--- src/rtl/add_sub_pkg.sv ---
// Shared op encoding for the pipelined adder-subtractor.
package add_sub_pkg;

  typedef logic [1:0] op_t;

  localparam op_t OP_ADD  = 2'b00;
  localparam op_t OP_SUB  = 2'b01;
  localparam op_t OP_MSUB = 2'b10;
  localparam op_t OP_SADD = 2'b11;

  // SUB and MSUB both run as a + ~b + 1 through the carry chain.
  function automatic logic op_subtracts(input op_t op);
    return (op == OP_SUB) || (op == OP_MSUB);
  endfunction

endpackage

--- src/rtl/add_sub_slice.sv ---
// One CHUNK-wide slice of the carry chain.
module add_sub_slice #(
  parameter int CHUNK = 8
) (
  input  logic [CHUNK-1:0] a,
  input  logic [CHUNK-1:0] b,
  input  logic             cin,
  output logic [CHUNK-1:0] sum,
  output logic             cout
);

  assign {cout, sum} = {1'b0, a} + {1'b0, b} + {{CHUNK{1'b0}}, cin};

endmodule

--- src/rtl/add_sub_pipe.sv ---
// Pipelined add/sub/magnitude-sub/saturating-add with valid/ready on both sides.
// WIDTH must be a multiple of STAGES; one CHUNK slice per stage plus a flag/output stage.
module add_sub_pipe
  import add_sub_pkg::*;
#(
  parameter int WIDTH  = 16,
  parameter int STAGES = 2
) (
  input  logic             clk,
  input  logic             rst_n,
  input  logic             in_valid,
  output logic             in_ready,
  input  logic [WIDTH-1:0] a,
  input  logic [WIDTH-1:0] b,
  input  op_t              op,
  output logic             out_valid,
  input  logic             out_ready,
  output logic [WIDTH-1:0] s,
  output logic             co,
  output logic             neg,
  output logic             ovf
);

  localparam int CHUNK = WIDTH / STAGES;
  localparam int L     = STAGES - 1;

  // Handshake: a stage loads when it is empty or its successor loads in the same
  // cycle; index STAGES is the output register, whose successor is the consumer.
  logic [STAGES:0]   vld_q;
  logic [STAGES:0]   rdy;

  logic [WIDTH-1:0]  a_q   [STAGES];
  logic [WIDTH-1:0]  b_q   [STAGES];
  logic [WIDTH-1:0]  sum_q [STAGES];
  logic [STAGES-1:0] c_q;
  op_t               op_q  [STAGES];

  logic [CHUNK-1:0]  sl_sum [STAGES];
  logic [STAGES-1:0] sl_co;

  logic [WIDTH-1:0]  b_eff;
  logic              cin0;

  assign cin0  = op_subtracts(op);
  assign b_eff = cin0 ? ~b : b;

  for (genvar k = 0; k < STAGES; k++) begin : g_slice
    if (k == 0) begin : g_first
      add_sub_slice #(.CHUNK(CHUNK)) u_slice (
        .a    (a[CHUNK-1:0]),
        .b    (b_eff[CHUNK-1:0]),
        .cin  (cin0),
        .sum  (sl_sum[0]),
        .cout (sl_co[0])
      );
    end else begin : g_next
      add_sub_slice #(.CHUNK(CHUNK)) u_slice (
        .a    (a_q[k-1][k*CHUNK +: CHUNK]),
        .b    (b_q[k-1][k*CHUNK +: CHUNK]),
        .cin  (c_q[k-1]),
        .sum  (sl_sum[k]),
        .cout (sl_co[k])
      );
    end
  end

  always_comb begin
    rdy         = '0;
    rdy[STAGES] = !vld_q[STAGES] || out_ready;
    for (int k = STAGES - 1; k >= 0; k--) begin
      rdy[k] = !vld_q[k] || rdy[k+1];
    end
  end

  assign in_ready  = rdy[0];
  assign out_valid = vld_q[STAGES];

  logic [WIDTH-1:0] s_nx;
  logic             co_nx;
  logic             neg_nx;
  logic             ovf_nx;

  // b_q holds the possibly-inverted b, so one overflow rule serves ADD and SUB.
  always_comb begin
    s_nx   = sum_q[L];
    co_nx  = c_q[L];
    neg_nx = 1'b0;
    ovf_nx = 1'b0;
    case (op_q[L])
      OP_ADD, OP_SUB: begin
        ovf_nx = (a_q[L][WIDTH-1] == b_q[L][WIDTH-1]) &&
                 (sum_q[L][WIDTH-1] != a_q[L][WIDTH-1]);
      end
      OP_MSUB: begin
        neg_nx = !c_q[L];
        if (!c_q[L]) s_nx = -sum_q[L];
      end
      OP_SADD: begin
        if (c_q[L]) s_nx = '1;
      end
      default: ;
    endcase
  end

  always_ff @(posedge clk or negedge rst_n) begin
    if (!rst_n) begin
      vld_q <= '0;
      c_q   <= '0;
      for (int k = 0; k < STAGES; k++) begin
        a_q[k]   <= '0;
        b_q[k]   <= '0;
        sum_q[k] <= '0;
        op_q[k]  <= OP_ADD;
      end
      s   <= '0;
      co  <= 1'b0;
      neg <= 1'b0;
      ovf <= 1'b0;
    end else begin
      if (rdy[0]) begin
        vld_q[0] <= in_valid;
        a_q[0]   <= a;
        b_q[0]   <= b_eff;
        op_q[0]  <= op;
        c_q[0]   <= sl_co[0];
        sum_q[0] <= WIDTH'(sl_sum[0]);
      end
      for (int k = 1; k < STAGES; k++) begin
        if (rdy[k]) begin
          vld_q[k] <= vld_q[k-1];
          a_q[k]   <= a_q[k-1];
          b_q[k]   <= b_q[k-1];
          op_q[k]  <= op_q[k-1];
          c_q[k]   <= sl_co[k];
          sum_q[k] <= sum_q[k-1];
          sum_q[k][k*CHUNK +: CHUNK] <= sl_sum[k];
        end
      end
      if (rdy[STAGES]) begin
        vld_q[STAGES] <= vld_q[L];
        if (vld_q[L]) begin
          s   <= s_nx;
          co  <= co_nx;
          neg <= neg_nx;
          ovf <= ovf_nx;
        end
      end
    end
  end

endmodule

--- config.mk ---
export PLATFORM = sky130hd
export DESIGN_NAME = add_sub_pipe
export DESIGN_NICKNAME = d
export VERILOG_FILES = /design/src/rtl/add_sub_pkg.sv /design/src/rtl/add_sub_slice.sv /design/src/rtl/add_sub_pipe.sv
export SDC_FILE = /design/constraint.sdc
export NUM_CORES = 1
export LEC_CHECK = 0
export CORE_ASPECT_RATIO = 0.8
export CORE_UTILIZATION = 49
export DETAILED_ROUTE_END_ITERATION = 10
export PLACE_DENSITY = 0.81
export SYNTH_ARGS = -nofsm -noshare
export SYNTH_HDL_FRONTEND = slang
export SYNTH_SLANG_ARGS = --single-unit
--- constraint.sdc ---
create_clock -name clk -period 2.65 [get_ports clk]
set_clock_uncertainty 0.2 [all_clocks]
set_input_delay 0.795 -clock clk [delete_from_list [all_inputs] [get_ports clk]]
set_output_delay 0.795 -clock clk [all_outputs]
set_load 0.02 [all_outputs]
## Word-level counts from Yosys, hierarchy flattened

Cells that the tools add are included.
W data, S select, Z words.

| storage, ports and cells | value |
|---|---|
| register bits after elaboration | 116 |
| input port bits | 38 |
| output and inout port bits | 21 |
| logic and storage cells | 48 |

| cells by class | value |
|---|---|
| add/subtract/negate cells | 5 |
| equality and inequality tests | 7 |
| multiplexer cells | 6 |
| bitwise logic cells | 1 |
| reduce and logical (&&, ||, !) cells | 12 |

Operators with widths:

| operator | count |
|---|---|
| $mux W16 | 3 |
| $pmux W16 S2 | 1 |
| $add A8 B8 Y9 | 2 |
| $add A9 B1 Y9 | 2 |
| $neg A16 Y16 | 1 |
| $not A16 Y16 | 1 |
| $eq A2 B2 Y1 const B | 3 |
| $eq A2 B1 Y1 const B | 2 |
| $logic_not A1 Y1 | 4 |
| $logic_or A1 B1 Y1 | 4 |
| $logic_not A2 Y1 | 1 |
| $mux W1 | 2 |
| $reduce_and A2 Y1 | 1 |
| $reduce_or A2 Y1 | 1 |
| $eq A1 B1 Y1 | 1 |
| $logic_and A1 B1 Y1 | 1 |
| $ne A1 B1 Y1 | 1 |

## Longest topological paths before layout

Gate-level depths: netlist of the first run.

| logic depth | value |
|---|---|
| depth in word-level cells | 5 |
| mapped depth | 10 |
| gate-level depth less buffers | 9 |

## Cells and area by module

A second synthesis of the first run with hierarchy kept.

| second synthesis, totals | value |
|---|---|
| cells, all modules | 357 |
| area total of the unflattened synthesis | 3,812.4 um^2 |

Modules (own cells, without submodules):

| module | instances | cells each | area an instance (um^2) | seq. area each (um^2) |
|---|---|---|---|---|
| add_sub_pipe | 1 | 273 | 3,149.3 | 1,751.7 |
| add_sub_slice | 2 | 42 | 331.6 | 0.0 |

## Worst setup path before layout of the first run

OpenSTA, ideal clock, no wires.

| timing path | value |
|---|---|
| path type | input-to-reg |
| start point | input op[1] |
| end point | register sum_q[23] (netlist name) |
| setup time | 0.122 ns |
| arrival time | 3.195 ns |
| required time | 2.328 ns |
| slack | -0.867 ns |
| stages | 9 |
| buffers on the path | 1 |
| path through | xor2_2 -> buf_2 -> xor2_1 -> ha_1 -> a31o_2 -> a221oi_2 -> a21oi_1 -> or3_1 -> a32o_1 |

| on the way | value |
|---|---|
| longest elaborated chain between the ends | 5 |
| elaborated cells on any way between the ends | 6 |
| those cells by class | add/sub (2); eq/ne (2); mux (1); reduce/logical (1) |

Ends and longest elaborated chain:

| item | RTL line | source |
|---|---|---|
| from (decl) | add_sub_pipe.sv:15 | `input op_t op,` |
| $eq A2 B1 Y1 or $eq A2 B2 Y1 (tied branches) | add_sub_pkg.sv:13 | `return (op == OP_SUB) \|\| (op == OP_MSUB);` |
| $logic_or A1 B1 Y1 (*) | add_sub_pkg.sv:13 |  |
| $mux W16 | add_sub_pipe.sv:45 | `assign b_eff = cin0 ? ~b : b;` |
| $add A8 B8 Y9 | add_sub_slice.sv:12 | `assign {cout, sum} = {1'b0, a} + {1'b0, b} + {{CHUNK{1'b0}}, cin};` |
| $add A9 B1 Y9 (*) | add_sub_slice.sv:12 |  |
| to (signal, indexed assignment) | add_sub_pipe.sv:135 | `sum_q[k] <= sum_q[k-1];` |
| to (signal, indexed assignment) | add_sub_pipe.sv:136 | `sum_q[k][k*CHUNK +: CHUNK] <= sl_sum[k];` |
| to (decl) | add_sub_pipe.sv:34 | `logic [WIDTH-1:0] sum_q [STAGES];` |

Every way passes the cells marked *; elsewhere a longest branch is shown, timed or not.
A chain may end at the register's enable or synchronous reset.

## Worst setup path after layout of the first run

| timing path | value |
|---|---|
| start point | input op[0] |
| end point | register sum_q[23] (netlist name) |

Same word-level chain as after synthesis.

==> metrics, run 1 <==
syn_area_per_cell 9.17 µm²; Cell Count, Final, Fillers Out roughly 610; die area just over 0.008 mm²; hold_buf cts 0; RSZ-0062 raised after global routing yes; total gr overflow 0; Arr. time, crit path about 2800 ps; Slew Limit Fails 0; placed insts slightly below 600; Switching Fraction 0.347; gr usage total 0.219; Worst-path clk slew 70 ps; Final #Nets between 500 and 600; Worst Hold Class in2async; Slew @ Worst Pin approximately 560 ps; Mapped Nets approximately 470; Initial Util 0.510; Die Wd ~100 µm; number of flops mapped to enable cells by yosys 0; Cells after Synth a little over 400; asr flop ratio synth 1.00; sequential share of the synthesized area 0.460; critical path peak fanout 4; Worst setup EP type flip-flop; drt pass-1 iters 4; total CTS buffers 9; Worst Slack Setup Final -81.6 ps; Cell Int Power around 2800 µW; Slew headroom 0.621; DP HPWL ~6000 µm; Fmax approximately 370 MHz; Synth cell types 49; final instance area 0.00500 mm²; Critical Path Start Type primary input; P_sw about 1500 µW; #FFs+latches synth 70; latest clock arrival within the worst-skew pair ~350 ps; largest net degree at the start of global routing 51; height of the die about 81 µm; worst reg-to-reg setup slack 150 ps; CORE AREA approximately 0.0075 mm²; Post-DP Area 0.00470 mm²; PD cells between 800 and 900 mW/mm²; failing checks setup timing; Comb pwr share 0.388; CTS H-Tree Depth 3; Num Clock Sinks 70; number of vias per cell a little over 5; WL per Instance 13.4 µm; routed vias 3127; R2R depth 8; # port buffers 58; initial DRC count between 150 and 200; Filler cells between 500 and 600; Tmin final roughly 2700 ps; fin crit share 1.03; synthesized area 0.00381 mm²; initial antenna violation count 0; TritonCTS clock tree done; MaxCap Viol Count 0; antenna viol nets, final 0; part of the power in registers 0.388; Syn-to-layout area delta 31.3%; WL final just over 8000 µm; first-pass GRT wire length about 14000 µm; Post-synth top flop dfrtp_1; # diodes 0; vias in the first global route between 3000 and 4000; status complete, but fails checks; leakage power total approximately 0.0022 µW; clock power share 0.224; Remaining DRCs 0; gpl congestion just over 0.8; clk buf depth 2; Root Buffer clkbuf_8; Worst VDD drop about 0.34 mV; final hold vios 0; # rows 28; share of cells above drive strength 1 0.143; critical setup path kind in2reg; worst path required time between 2000 and 3000 ps; number of synthesis warnings 0; # IOs approximately 60; Final setup violation count 1
==> cell type report <==
cell class	instances	area (µm²)	share of cell area
multi-input cells	312	1990	0.397
flip-flops and latches	70	1750	0.350
repair buffers	90	836	0.167
clock buffers	13	169	0.0338
well taps	105	131	0.0263
clock inverters	3	65.1	0.0130
inverters	16	60.1	0.0120
==> power by group through the flow <==
stage / registers [µW] / logic [µW] / clock network, µW
5_1_grt: 1740 / 1870 / 1040
3_5_place_dp: 1710 / 1650 / 0
2_1_floorplan: 1800 / 887 / 0
3_3_place_gp: 1690 / 1600 / 0
4_1_cts: 1690 / 1670 / 1010
6_report: 1690 / 1690 / 979
==> sequential cells by signal, indices dropped and copies added, names as in the netlist <==
name,flops
sum_q,24
s,16
a_q,9
b_q,9
op_q,4
vld_q,3
c_q,2
co,1
neg,1
ovf,1
==> repair_timing <==
action                     CTS  global route
pin swaps                    7             9
buffers inserted             1             3
setup endpoints to repair    8             8
resized for setup           24            11
==> placed cells by master (no fill, tap or decap), types with 3 or more instances in the layout <==
cell             Yosys  routed
xor2_1              21      20
xnor2_1             13      13
nand3b_1             4       4
o31ai_1              7       6
clkbuf_8             0      12
nand2_1             73      73
or3_1                4       4
dlygate4sd2_1        0       3
nor3b_1              6       6
o21ai_0             20      18
nor2b_1              4       3
nor2_1              41      41
a21oi_1             38      36
nand2b_1             6       6
nand3_1              6       6
buf_4                0      30
nor3_1               7       7
dfrtp_1             70      70
ha_1                15      15
o21a_1               3       3
inv_1               16      14
clkdlybuf4s50_1      0      50
buf_6                0       3
==> worst max-delay path: stages <==
cell	delay (ps)
buf_6	110
xor2_4	200
xor2_2	190
ha_1	320
a31o_2	230
a221oi_4	290
a21oi_2	90
or3_1	310
a32o_1	230
==> per-stage QoR <==
step | utilization | hold slack [ps] | total power, µW | setup TNS [ps] | setup WS (ps)
finish | 0.670 | 211 | 4360 | -81.6 | -81.6
global route | 0.670 | 236 | 4650 | -208 | -134
CTS | 0.664 | 201 | 4370 | -66.8 | -33.6
detailed placement | 0.630 | 263 | 3360 | -5990 | -933
global placement | 0.630 | 256 | 3300 | -5470 | -865
floorplan | - | 225 | 2680 | -1430 | -530
==> kinds of logic after synthesis <==
kind of cell	count (synthesis)	share of synthesized area
buffers and inverters	33	0.0335
multiplexers	4	0.0112
AO/OA/AOI/OAI	89	0.145
XOR/XNOR	35	0.0825
AND/OR/NAND/NOR	166	0.203
adder cells (fa/ha/maj)	18	0.0651
flip-flops	70	0.460
==> final timing paths <==
check	endpoint	from
worst max register to register	sum_q[14]$_DFFE_PN0P_	a_q[24]$_DFFE_PN0P_
worst max-delay path	sum_q[23]$_DFFE_PN0P_	op[0]
worst min register to register	a_q[26]$_DFFE_PN0P_	a_q[26]$_DFFE_PN0P_
worst min-delay path	vld_q[2]$_DFFE_PN0N_	rst_n
max in group asynchronous	sum_q[6]$_DFFE_PN0P_	rst_n
min in group clk	a_q[26]$_DFFE_PN0P_	a_q[26]$_DFFE_PN0P_
==> cell usage after synthesis (all sizes together), types with 7 or more instances <==
cell    number  share of area
dfrtp       70           0.46
o21ai       20          0.026
ha          15          0.049
nor2        41          0.040
nor3         7         0.0092
inv         16          0.016
o31ai        7          0.014
nand2       73          0.072
clkbuf      13          0.013
a21oi       38          0.050
xnor2       13          0.030
xor2        22          0.053
==> per-layer routing <==
| layer | wire (µm) | up-vias | track usage |
|---|---|---|---|
| met1 | 4060 | 1432 | 0.302 |
| met4 | 95 | 0 | 0.0667 |
| met5 | 0 | - | 0 |
| met3 | 435 | 12 | 0.0525 |
| li1 | - | 1581 | - |
| met2 | 3550 | 102 | 0.345 |
Note: power is estimated with default switching activity, not from simulation.
==> run 2, diff against run 1 <==
--- a/config.mk
+++ b/config.mk
@@ -6,9 +6,9 @@
 export NUM_CORES = 1
 export LEC_CHECK = 0
 export CORE_ASPECT_RATIO = 0.8
-export CORE_UTILIZATION = 49
+export CORE_UTILIZATION = 54
 export DETAILED_ROUTE_END_ITERATION = 10
-export PLACE_DENSITY = 0.81
+export PLACE_DENSITY = 0.84
 export SYNTH_ARGS = -nofsm -noshare
 export SYNTH_HDL_FRONTEND = slang
 export SYNTH_SLANG_ARGS = --single-unit
==> constraint.sdc (replaced) <==
create_clock -name clk -period 3.1 [get_ports clk]
set_clock_uncertainty 0.2 [all_clocks]
set_input_delay 0.93 -clock clk [delete_from_list [all_inputs] [get_ports clk]]
set_output_delay 0.93 -clock clk [all_outputs]
set_load 0.02 [all_outputs]
==> metrics, run 2 (synthesis gave the netlist of run 1 again) <==
Arr. time, crit path 3050 ps (+290 ps); leakage power total 0.00215 µW (-2.6%); die area 0.00739 mm² (-9.1%); CTS H-Tree Depth 3 (unchanged); # rows 26 (-7.1%); routed wl met3 553 µm (+27%); leading cell types in the layout, fill and taps excluded nand2_1, dfrtp_1, clkdlybuf4s50_1; Max stage delay on crit path 500 ps (+180 ps); TritonCTS clock tree done; first-pass GRT wire length 14300 µm (+4.1%); Initial Util 0.577 (+0.0663); largest net degree at the start of global routing 71 (+39%); Slowest cell on crit path clkdlybuf4s50_1; latest clock arrival within the worst-skew pair 350 ps (about the same); TNS Setup 0 ps (+81.6 ps); area of the multi-input gates 0.00197 mm² (-0.76%); WL final 8310 µm (+2.2%); number of vias per cell 5.49 (+7.0%); fin util 0.740 (+0.0700); Fmax ~330 MHz; hold path cells 2; largest reg by FF count sum_q; # port buffers 58 (unchanged); # IOs 59 (unchanged); max reg flops 24 (unchanged); Worst Hold Class reg2reg; CP Launch Point b[1]; # diodes 0 (unchanged); CORE AREA 0.00660 mm² (-12%); cell chain of the critical path clkdlybuf4s50_1 > xor2_2 > ha_1 > a31o_2 > a221oi_4 > a21oi_2 > or3_1 > a32o_1; vias in the first global route 3140 (+3.6%); Regs by FF count sum_q x24, s x16; status complete, no violations; antenna viol nets, final 0 (unchanged); Slew Limit Fails 0 (unchanged); DP HPWL 6060 µm (+1.2%); part of the power in registers 0.385 (-0.003); FF+latch area 0.00175 mm² (unchanged); height of the die 77.1 µm (-4.6%); Worst VDD drop 0.331 mV (-3.3%); clk buf depth 2 (unchanged); worst path required time 3130 ps (+450 ps); R2R depth 8 (unchanged); total CTS buffers 9 (unchanged); total gr overflow 0 (unchanged); Syn-to-layout area delta 28.4%; WL per Instance 14.4 µm (+7.5%); reg2reg end sum_q[14]$_DFFE_PN0P_; Critical Path Start Type primary input; Filler cells 500 (-13%); Tmin final just over 3000 ps; fin crit share 0.974; Remaining DRCs 0 (unchanged); Slew @ Worst Pin 615 ps (+51.6 ps); final hold vios 0 (unchanged); postcts setup bufs 0 (-1); Final setup violation count 0 (-1); Root Buffer clkbuf_8; uppermost layer routed met4; gr usage total 0.252 (+0.0330); critical setup path kind in2reg; P_sw 1320 µW (-13%); M1 wire length 3860 µm (-4.9%); worst reg-to-reg setup slack 470 ps (+320 ps); Slew headroom 0.586 (-0.0347); Die Wd 95.9 µm (-4.6%); reg-to-reg startpoint a_q[24]$_DFFE_PN0P_; routed vias 3180 (+1.7%); Cell Int Power 2450 µW (-14%); drt pass-1 iters 4 (unchanged); MaxCap Viol Count 0 (unchanged); initial antenna violation count 0 (unchanged); initial DRC count 281 (+56%); Final #Nets 546 (-1.6%); Num Clock Sinks 70 (unchanged); commonest non-fill, non-tap cell in the layout nand2_1; Met2 Wirelength 3820 µm (+7.7%); Worst Setup EP sum_q[23]$_DFFE_PN0P_; Switching Fraction 0.349 (+0.00226); critical path peak fanout 2 (-2); gpl congestion 0.876 (+6.0%); Comb pwr share 0.376 (-0.012); RSZ-0062 raised after global routing no; share of cells above drive strength 1 0.119 (-0.0237); clock power share 0.239 (+0.015); Worst-path clk slew 80 ps (about the same); PD cells 771 mW/mm² (-12%); Worst setup EP type flip-flop
==> run 2: final cells by class <==
type                       instances  share of cell area
multi-input combinational        312               0.403
sequential                        70               0.358
timing repair buffer              81               0.154
clock buffer                      11              0.0289
clock inverter                     5              0.0218
tap                               84              0.0215
inverter                          16              0.0123
==> run 2: metal layers <==
layer  vias up  track usage
li1       1564            -
met1      1495        0.351
met2       111        0.374
met3        10       0.0724
met4         0       0.0866
met5         -            0
==> run 2: per-stage QoR <==
stage | std cells | hold slack [ps] | instance area (µm²) | power (µW) | setup WS (ps)
floorplan | 415 | 225 | 3840 | 2290 | -216
global placement | 563 | 262 | 4630 | 2800 | -542
detailed placement | 563 | 267 | 4630 | 2860 | -648
CTS | 579 | 283 | 4880 | 3780 | 13.4
global route | 579 | 303 | 4890 | 4020 | 12.0
finish | 579 | 281 | 4890 | 3770 | 82.1
==> run 2: power groups by stage <==
stage          combinational [µW]  sequential [µW]  clock [µW]
5_1_grt                      1580             1490         958
6_report                     1420             1450         900
2_1_floorplan                 752             1530           0
4_1_cts                      1410             1450         916
3_5_place_dp                 1400             1460           0
3_3_place_gp                 1350             1450           0
==> run 2: repair_timing <==
action,CTS,global route
pin swaps,1,3
gates cloned,0,0
hold endpoints to repair,0,0
hold buffers,0,0
resized for setup,13,5
setup endpoints to repair,6,1
==> run 2: critical path, delay by kind of cell <==
| family | cells | cell delay, ps |
|---|---|---|
| buffers and inverters | 1 | 500 |
| xor gates and xnor gates | 1 | 170 |
| AOI/OAI and AO/OA | 4 | 860 |
| and+or+nand+nor | 1 | 310 |
| adders and majority gates | 1 | 270 |
==> run 2: worst min path at each step <==
| stage | startpoint | endpoint |
|---|---|---|
| final | a_q[27]$_DFFE_PN0P_ | a_q[27]$_DFFE_PN0P_ |
| after CTS | sum_q[21]$_DFFE_PN0P_ | sum_q[5]$_DFFE_PN0P_ |
| after floorplan | vld_q[0]$_DFFE_PN0P_ | vld_q[1]$_DFFE_PN0P_ |
| after global routing | a_q[27]$_DFFE_PN0P_ | a_q[27]$_DFFE_PN0P_ |
| after detailed placement | a_q[28]$_DFFE_PN0P_ | a_q[28]$_DFFE_PN0P_ |
| after global placement | a_q[30]$_DFFE_PN0P_ | a_q[30]$_DFFE_PN0P_ |
==> run 3, diff against run 2 <==
--- a/config.mk
+++ b/config.mk
@@ -5,10 +5,12 @@
 export SDC_FILE = /design/constraint.sdc
 export NUM_CORES = 1
 export LEC_CHECK = 0
+export ABC_CLOCK_PERIOD_IN_PS = 3100
 export CORE_ASPECT_RATIO = 0.8
-export CORE_UTILIZATION = 54
+export CORE_UTILIZATION = 63
 export DETAILED_ROUTE_END_ITERATION = 10
-export PLACE_DENSITY = 0.84
+export DONT_BUFFER_PORTS = 1
+export PLACE_DENSITY = 0.83
 export SYNTH_ARGS = -nofsm -noshare
 export SYNTH_HDL_FRONTEND = slang
 export SYNTH_SLANG_ARGS = --single-unit
==> metrics, run 3 (synthesis gave the netlist of run 1 again) <==
# IOs 59 (unchanged); antenna viol nets, final 0 (unchanged); Design Power 3130 µW (-17%); cell chain of the critical path xor2_4 > xor2_1 > ha_1 > a31o_2 > a221oi_2 > a21oi_2 > or3_1 > a32o_1; critical setup path kind in2reg; status complete, no violations; Critical Path Stages 8 (unchanged); Root Buffer clkbuf_8; TritonCTS clock tree done; final hold vios 0 (unchanged); number of vias per cell 5.60 (+2.0%); initial DRC count 205 (-27%); Slew Limit Fails 0 (unchanged); R2R depth 8 (unchanged); reg-to-reg startpoint a_q[24]$_DFFE_PN0P_; Remaining DRCs 0 (unchanged); WL per Instance 14.9 µm (+3.5%); drt pass-1 iters 4 (unchanged); total gr overflow 0 (unchanged); Max stage delay on crit path 310 ps (-190 ps); gpl congestion 0.872 (-0.40%); Fmax 364 MHz (+9.8%); initial antenna violation count 0 (unchanged); leakage power total 0.00181 µW (-16%); # port buffers 0 (-100%); largest reg by FF count sum_q; clk buf depth 2 (unchanged); worst reg-to-reg setup slack 490 ps (+20 ps); worst path required time 3130 ps (about the same); WL final 7430 µm (-11%); fin crit share 0.887 (-0.0865); Worst VDD drop 0.372 mV (+12%); Final setup violation count 0 (unchanged); Buf+Inv Stages, Crit Path 0 (-1); Worst-path clk slew 70 ps (about the same); Num Clock Sinks 70 (unchanged); latest clock arrival within the worst-skew pair 340 ps (about the same); max reg flops 24 (unchanged); Hold Worst Slack 81.4 ps (-200 ps); reg2reg end sum_q[14]$_DFFE_PN0P_; gr usage total 0.268 (+0.0165); CTS H-Tree Depth 3 (unchanged); Worst Hold Class in2async; Post-DP Area 0.00393 mm² (-15%); Syn-to-layout area delta 7.39%; commonest non-fill, non-tap cell in the layout nand2_1; MaxCap Viol Count 0 (unchanged); vias in the first global route 2761 (-12%); Slew headroom 0.629 (+0.0431); # rows 24 (-7.7%); height of the die 71.5 µm (-7.2%); Worst setup EP type flip-flop; RSZ-0062 raised after global routing no; Critical Path Start Type primary input; TNS Setup 0 ps (unchanged); postcts setup bufs 0 (unchanged); final instance area 0.00409 mm² (-16%); Regs by FF count sum_q x24, s x16; die area 0.00636 mm² (-14%); hold_buf cts 0 (unchanged); crit-path leading delay family compound AO/OA/AOI/OAI gates; DP HPWL 5500 µm (-9.3%); first-pass GRT wire length 12700 µm (-11%); Final #Nets 475 (-13%); largest net degree at the start of global routing 71 (unchanged); total CTS buffers 9 (unchanged); # diodes 0 (unchanged); Slowest cell on crit path a221oi_2; critical path peak fanout 4 (+2); Initial Util 0.674 (+0.0979); leading cell types in the layout, fill and taps excluded nand2_1, dfrtp_1, nor2_1; Slew @ Worst Pin 551 ps (-64.0 ps); CTS resizes 0 (-13); Tmin final 2750 ps (-268 ps); Arr. time, crit path 2780 ps (-270 ps); routed vias 2801 (-12%); share of cells above drive strength 1 0.0829 (-0.0363); Die Wd 88.9 µm (-7.3%); PD cells 766 mW/mm² (-0.56%); CORE AREA 0.00565 mm² (-15%)
run 3: cell count changes in the layout (fill, tap and decap cells not counted), sizes merged:
| cell | previous run | this run |
|---|---|---|
| buf | 25 | 10 |
| bufinv | 3 | 0 |
| clkbuf | 13 | 12 |
| clkdlybuf4s50 | 53 | 0 |
| clkinv | 1 | 2 |
| clkinvlp | 1 | 0 |
| dlygate4sd2 | 1 | 0 |
run 3: metal layers:
metal | vias up | part of all wire | track usage
met4 | 0 | 0.011 | 0.102
met3 | 6 | 0.069 | 0.0783
met5 | - | 0 | 0
met1 | 1274 | 0.48 | 0.373
li1 | 1426 | - | -
met2 | 95 | 0.44 | 0.400
run 3: cell type report:
cell class                      instances  area (µm²)
Timing Repair Buffer                   10        75.1
Fill cell                             453        1560
Tap cell                               78        97.6
Inverter                               16        60.1
Clock buffer                           12         145
Multi-Input combinational cell        312        1950
Sequential cell                        70        1750
Clock inverter                          2        10.0
run 3: worst max path at each step:
stage,to,start
floorplan,sum_q[23]$_DFFE_PN0P_,op[0]
global placement,sum_q[23]$_DFFE_PN0P_,op[0]
detailed placement,sum_q[23]$_DFFE_PN0P_,op[0]
CTS,sum_q[23]$_DFFE_PN0P_,op[0]
global route,sum_q[23]$_DFFE_PN0P_,op[0]
finish,sum_q[23]$_DFFE_PN0P_,op[0]
run 3: power by group:
group / switching, µW / internal, µW / total (µW) / leakage (µW)
sequential: 396 / 1200 / 1600 / 0.000811
clock: 304 / 301 / 605 / 0.0000821
combinational: 495 / 433 / 928 / 0.000914
total: 1200 / 1940 / 3130 / 0.00181
run 3: worst reg2reg max path, stage by stage, from the launching register on:
cell and delay, ps:
dfrtp_1 330, inv_1 70, fa_1 460, fa_1 410, nand2b_1 160, a21boi_0 260
o21ai_0 190, a2111o_1 430, nand3_1 60
run 3: per-stage QoR:
| step | utilization | cells | setup slack (ps) |
|---|---|---|---|
| after floorplan | - | 415 | -216 |
| after global placement | 0.697 | 486 | 69.3 |
| after detailed placement | 0.697 | 486 | -4.05 |
| after CTS | 0.724 | 500 | 361 |
| after global routing | 0.724 | 500 | 248 |
| final | 0.724 | 500 | 350 |
